[config.mk]
export PLATFORM = sky130hd
export DESIGN_NAME = uart_tx_frame_arbiter
export DESIGN_NICKNAME = d
export VERILOG_FILES = /design/src/rtl/uart_tx_frame_arbiter.sv
export SDC_FILE = /design/constraint.sdc
export NUM_CORES = 1
export LEC_CHECK = 0
export BUFFER_PORTS_ARGS = -buffer_cell sky130_fd_sc_hd__buf_2
export CAP_MARGIN = 10
export CORE_ASPECT_RATIO = 0.6
export CORE_MARGIN = 2
export CORE_UTILIZATION = 44
export DETAILED_ROUTE_END_ITERATION = 6
export HOLD_SLACK_MARGIN = 0.06
export PLACE_DENSITY = 0.88
export SYNTH_ARGS = -nofsm -noshare
export SYNTH_HDL_FRONTEND = slang
export SYNTH_SLANG_ARGS = --single-unit
[constraint.sdc]
create_clock -name clk -period 2.4 [get_ports clk]
set_clock_uncertainty 0.15 [all_clocks]
set_input_delay 0.48 -clock clk [delete_from_list [all_inputs] [get_ports clk]]
set_output_delay 0.48 -clock clk [all_outputs]
set_load 0.01 [all_outputs]
[src/rtl/uart_tx_frame_arbiter.sv]
// Round-robin arbiter sharing one UART TX byte stream between NUM_REQ framed requesters.
// Latency: one idle bubble per frame, then the granted byte passes combinationally; out_ready feeds straight back to the granted req_ready.
module uart_tx_frame_arbiter #(
    parameter int NUM_REQ   = 4,
    parameter int DATA_W    = 8,
    parameter int MAX_FRAME = 16
) (
    input  logic                       clk,
    input  logic                       rst,
    input  logic [NUM_REQ*DATA_W-1:0]  req_data,
    input  logic [NUM_REQ-1:0]         req_valid,
    input  logic [NUM_REQ-1:0]         req_last,
    output logic [NUM_REQ-1:0]         req_ready,
    output logic [DATA_W-1:0]          out_data,
    output logic                       out_valid,
    output logic                       out_last,
    input  logic                       out_ready,
    output logic [$clog2(NUM_REQ)-1:0] grant_id,
    output logic                       busy,
    output logic                       frame_abort
);
    localparam int GNT_W = $clog2(NUM_REQ);
    localparam logic [7:0] BYTE_LIM = 8'(MAX_FRAME - 1);

    typedef enum logic {IDLE, GRANT} state_t;

    state_t             state, state_nxt;
    logic [GNT_W-1:0]   ptr, ptr_nxt;
    logic [GNT_W-1:0]   grant_nxt;
    logic [7:0]         byte_cnt, cnt_nxt;
    logic               abort_nxt;

    logic [DATA_W-1:0]  data_arr [NUM_REQ];
    logic               sel_found;
    logic [GNT_W-1:0]   sel_idx;
    logic [GNT_W:0]     scan_sum;
    logic [GNT_W-1:0]   scan_idx;
    logic [GNT_W-1:0]   next_ptr;
    logic               last_byte;
    logic               xfer;

    for (genvar i = 0; i < NUM_REQ; i++) begin : g_unpack
        assign data_arr[i] = req_data[i*DATA_W +: DATA_W];
    end

    // First valid requester at or after ptr, wrapping modulo NUM_REQ.
    always_comb begin
        sel_found = 1'b0;
        sel_idx   = '0;
        scan_sum  = '0;
        scan_idx  = '0;
        for (int k = 0; k < NUM_REQ; k++) begin
            scan_sum = {1'b0, ptr} + (GNT_W+1)'(k);
            if (scan_sum >= (GNT_W+1)'(NUM_REQ))
                scan_sum = scan_sum - (GNT_W+1)'(NUM_REQ);
            scan_idx = scan_sum[GNT_W-1:0];
            if (!sel_found && req_valid[scan_idx]) begin
                sel_found = 1'b1;
                sel_idx   = scan_idx;
            end
        end
    end

    assign next_ptr  = (grant_id == GNT_W'(NUM_REQ - 1)) ? '0 : grant_id + 1'b1;
    assign last_byte = (byte_cnt == BYTE_LIM);
    assign xfer      = out_valid & out_ready;

    always_comb begin
        state_nxt = state;
        ptr_nxt   = ptr;
        grant_nxt = grant_id;
        cnt_nxt   = byte_cnt;
        abort_nxt = 1'b0;
        req_ready = '0;
        out_data  = '0;
        out_valid = 1'b0;
        out_last  = 1'b0;
        busy      = 1'b0;
        case (state)
            IDLE: begin
                if (sel_found) begin
                    grant_nxt = sel_idx;
                    cnt_nxt   = '0;
                    state_nxt = GRANT;
                end
            end
            GRANT: begin
                busy                = 1'b1;
                out_data            = data_arr[grant_id];
                out_valid           = req_valid[grant_id];
                out_last            = req_last[grant_id] | last_byte;
                req_ready[grant_id] = out_ready;
                if (xfer) begin
                    cnt_nxt = byte_cnt + 8'd1;
                    // Frame ends on a real last or when the byte budget runs out.
                    if (req_last[grant_id] || last_byte) begin
                        state_nxt = IDLE;
                        ptr_nxt   = next_ptr;
                        abort_nxt = !req_last[grant_id];
                    end
                end
            end
            default: state_nxt = IDLE;
        endcase
    end

    always_ff @(posedge clk or posedge rst) begin
        if (rst) begin
            state       <= IDLE;
            ptr         <= '0;
            grant_id    <= '0;
            byte_cnt    <= '0;
            frame_abort <= 1'b0;
        end else begin
            state       <= state_nxt;
            ptr         <= ptr_nxt;
            grant_id    <= grant_nxt;
            byte_cnt    <= cnt_nxt;
            frame_abort <= abort_nxt;
        end
    end
endmodule

### Word level (Yosys, flattened, before mapping)

Cells that the tools add are included.

| operators by class | value |
|---|---|
| eq/ne operators | 4 |
| multiplexer cells | 45 |
| order comparisons | 11 |
| $add $sub $neg | 9 |
| reduce and logical (&&, ||, !) cells | 12 |
| bitwise gates (word level) | 5 |

Operator list:

| cell | number |
|---|---|
| 8-bit two-way mux | 5 |
| 1-bit two-way mux | 20 |
| 2-bit two-way mux | 9 |
| 8-bit binary-select mux with 2-bit select | 1 |
| 8-bit one-hot mux with 2 select lines | 1 |
| 2-bit by 3-bit less-than comparator with 1-bit output (second input constant) | 5 |
| 1-bit binary-select mux with 2-bit select | 6 |
| 3-bit >= comparator (second input constant) | 4 |
| 8-bit by 1-bit adder with 8-bit output (second input constant) | 1 |
| 8-bit by 4-bit == test with 1-bit output (second input constant) | 1 |
| 2-bit by 1-bit subtractor with 2-bit output (second input constant) | 4 |
| 2-bit by 2-bit adder with 3-bit output (second input constant) | 2 |
| 4-bit bitwise AND | 1 |
| 1-bit logical AND | 4 |
| 1-bit logical NOT | 4 |
| 4-bit two-way mux | 1 |
| 2-bit AND reduction | 2 |
| 2-bit by 1-bit adder with 3-bit output (second input constant) | 1 |
| 2-bit by 3-bit >= comparator with 1-bit output (second input constant) | 1 |
| 2-bit NOT with 3-bit output | 1 |
| 3-bit AND reduction | 1 |
| 2-bit by 1-bit adder with 2-bit output (second input constant) | 1 |
| 1-bit demux with 2-bit select | 1 |
| 2-bit == test (second input constant) | 1 |
| 8 further kinds | 8 |

| word-level totals | value |
|---|---|
| register bits after elaboration | 14 |

### Logic depth before layout (Yosys ltp)

| logic depth | value |
|---|---|
| word-level depth | 16 |
| gate-level depth with buffers | 5 |

### Worst setup path before layout

No wires, ideal clock.

| timing path | value |
|---|---|
| kind | register to output |
| start | register grant_id[0] |
| end | output out_data[0] |
| data required time | 1770 ps |
| buffers on the path | 1 |
| slack | 271 ps |
| cell stages (with the launch flop) | 4 |
| arrival time | 1499 ps |
| cell sequence | dfrtp_1 -> buf_2 -> mux4_2 -> and2_1 |

| on the way | value |
|---|---|
| word-level cells in the longest chain between the ends | 5 |

RTL lines:

| what | RTL line | text |
|---|---|---|
| start: declaration | 18 | `output logic [$clog2(NUM_REQ)-1:0] grant_id,` |
| start signal: assignment | 117 | `grant_id <= grant_nxt;` |
| 2-bit NOT with 3-bit output (implied by the code) | 89 | `out_data = data_arr[grant_id];` |
| 8-bit binary-select mux with 2-bit select | 89 |  |
| 8-bit two-way mux (implied by the code) (2 in a row) | 89 |  |
| 8-bit two-way mux | 79 | `case (state)` |
| end: declaration | 14 | `output logic [DATA_W-1:0] out_data,` |

No other way between the ends. The select of a mux whose other input is x is not followed.

### Final worst setup path

| timing path | value |
|---|---|
| start | register grant_id[0] |
| end | output out_data[6] |

Same word-level chain as after synthesis.

==> results.md <==
- Grt ovf: 0
- Yosys Warn Count: 0
- CP Max Fanout: 8
- CTS root buf: clkbuf_8
- R2R depth: 5
- Pwr dens: 918 mW/mm^2
- # hold bufs at CTS: 0
- Top_reg_cell synth: dfrtp_1
- Crit path launch type: flop
- Power share of the clock group: 13.6%
- Worst setup margin: 104 ps
- Post-synth top cells: dfrtp_1 (14), and2_1 (12), nand2_1 (12)
- DR WL/cell: 15.7 um
- Internal: 0.825 mW
- Area Growth Syn to Fin: 35.8%
- TritonRoute pass-1 iters: 4
- Worst-margin pin slew: 625 ps
- IO buf count: 60
- Pre-CTS worst setup slack: 137 ps
- Kind of critical path: flop to output pin
- Vias: 1156
- Largest cells by area after synthesis: dfrtp_1 (31%), mux4_2 (20%), and2_1 (6.7%)
- Switching fraction of total power: 41.0%
- Placed Area: 0.00147 mm^2
- Synth async-reset ratio: 100%
- # fillers: 220
- Seq pwr share: 28.6%
- Seq/Total Area, Yosys: 31.2%
- Die X-Extent: 69.2 um
- Combinational share of power: 57.8%
- # diodes: 0
- H-tree depth: 1
- CTS Buffer Depth: 2
- Setup_tns: 0 ps
- Pin count of the biggest net entering global routing: 20
- Slew headroom: 58.3%
- Synthesized Nets: 160
- CTS sink cnt: 14
- Power after layout: 1.40 mW
- Detail Route Antenna Nets: 0
- Most common cell in the netlist: dfrtp_1
- Cell variety after synth: 36
- Vias per cell: 5.56
- Min-delay worst type: input port to asynchronous set/reset pin
- FF-to-FF setup slack: 480 ps
- Worst vdd ir: 0.472 mV
- Global-route wire length before repair: 5350 um
- P_leak: 0.780 nW
- Drt total wl: 3260 um
- Synth Register Bits: 14
- Critical Path RT: 1770 ps
- CP Data Arrival Time: 1670 ps
- Hold WS: 115 ps
- Initial Utilization: 45.4%
- Core area: 0.00247 mm^2
- Area leader, netlist: dfrtp_1
- Final Max Tran Viols: 0
- CTS tree: done
- EDFF count, synth: 0
- Minimum clock period: 2300 ps
- CTS buffer count: 3
- Clk slew on worst S/H paths: 60 ps
- Initial antenna violation count: 0
- Die H: 43.1 um
- DRC: 0
- Final hold violation count: 0
- GRT Total Usage: 23.0%
- Cell area after layout: 0.00152 mm^2
- Outcome: finished clean
- Count of max-cap constraint violations: 0
- FMAX: 436 MHz
- Clock Latency Late Sink: 240 ps
- Total Nets Final: 226
- RSZ-0062 raised after global routing: no
- P_sw: 0.574 mW
- Gpl congestion: 0.892
- DR iter-0 viols: 97
- Final setup fails: 0
- Num rows: 14
- Vias in the first global route: 1110
- Synthesized cell area: 0.00112 mm^2
- Worst setup EP type: output pin
- Period utilisation layout: 95.6%
- Syn_area_per_cell: 10.0 um^2
- Post-synthesis cell count: 112
- Layout cells sized above 1: 46.6%
- Share of the synthesized area in the top cell type: 31.2%
- IO Count: 61
- Dpl hpwl: 2680 um
- Die area: 0.00298 mm^2
[final cells by class]
type,count,area [um^2],area share [%]
timing repair buffer,65,338,22.2
clock buffer,3,41.3,2.71
multi-input combinational,90,738,48.4
tap,32,40.0,2.63
sequential,14,352,23.1
inverter,4,15.0,0.985
[critical path, stage by stage, from the launching register on]
cell and delay [ps]:
dfrtp_2 450, buf_4 180, mux4_2 490, and2_1 160
buf_2 130
[placed cells by master (no fill, tap or decap), types with 2 or more instances in the layout]
master and n:
clkbuf_8 3, mux2i_1 4, a21oi_1 3, nand2_1 12
and2_1 12, inv_1 4, and3_1 6, nand3b_1 2
o21ai_0 6, buf_4 5, ha_1 5, mux4_2 10
nor2_1 9, buf_2 60, dfrtp_1 13
[path summary, 6_finish.rpt]
kind	start	endpoint
worst max-delay path	grant_id[0]$_DFFE_PP0P_	out_data[6]
min in group clk	byte_cnt[3]$_DFFE_PP0P_	byte_cnt[3]$_DFFE_PP0P_
worst min register to register	byte_cnt[3]$_DFFE_PP0P_	byte_cnt[3]$_DFFE_PP0P_
worst max register to register	grant_id[1]$_DFFE_PP0P_	ptr[1]$_DFFE_PP0P_
max in group asynchronous	rst	grant_id[0]$_DFFE_PP0P_
worst min-delay path	rst	byte_cnt[2]$_DFFE_PP0P_
[power by group through the flow]
stage | logic [mW] | registers [mW] | clock network, mW
finish | 0.809 | 0.400 | 0.191
global route | 0.879 | 0.414 | 0.205
CTS | 0.770 | 0.406 | 0.192
detailed placement | 0.767 | 0.407 | 0
global placement | 0.739 | 0.395 | 0
floorplan | 0.527 | 0.363 | 0
[kinds of logic after synthesis]
family	share of synthesized area (%)
AND/OR/NAND/NOR	23.3
AO/OA/AOI/OAI	10.7
multiplexers	24.6
flip-flops	31.2
buffers and inverters	3.01
adder cells (fa/ha/maj)	5.57
XOR/XNOR	1.56
[flip-flops by register name (all words and copies together), names as in the netlist]
name / cells
byte_cnt: 8
frame_abort: 1
grant_id: 2
ptr: 2
state: 1
[routing by layer]
layer  wire [um]  global-route usage, %  up-vias
met2        1680                   39.4       37
met1        1370                   29.0      570
met5           0                      0        -
li1            -                      -      541
met3         133                   5.23        8
met4          70                   7.84        0
[per-stage QoR]
step           utilization [%]  std cells
3_5_place_dp              59.4        203
5_1_grt                   61.7        208
6_report                  61.7        208
4_1_cts                   61.1        206
3_3_place_gp              59.4        203
2_1_floorplan                -        112
[repair_timing]
| item | 4_1_cts | 5_1_grt |
|---|---|---|
| setup buffers | 0 | 2 |
| endpoints found under the setup margin | 8 | 7 |
| resized for setup | 1 | 0 |
Note: power is estimated with default switching activity, not from simulation.
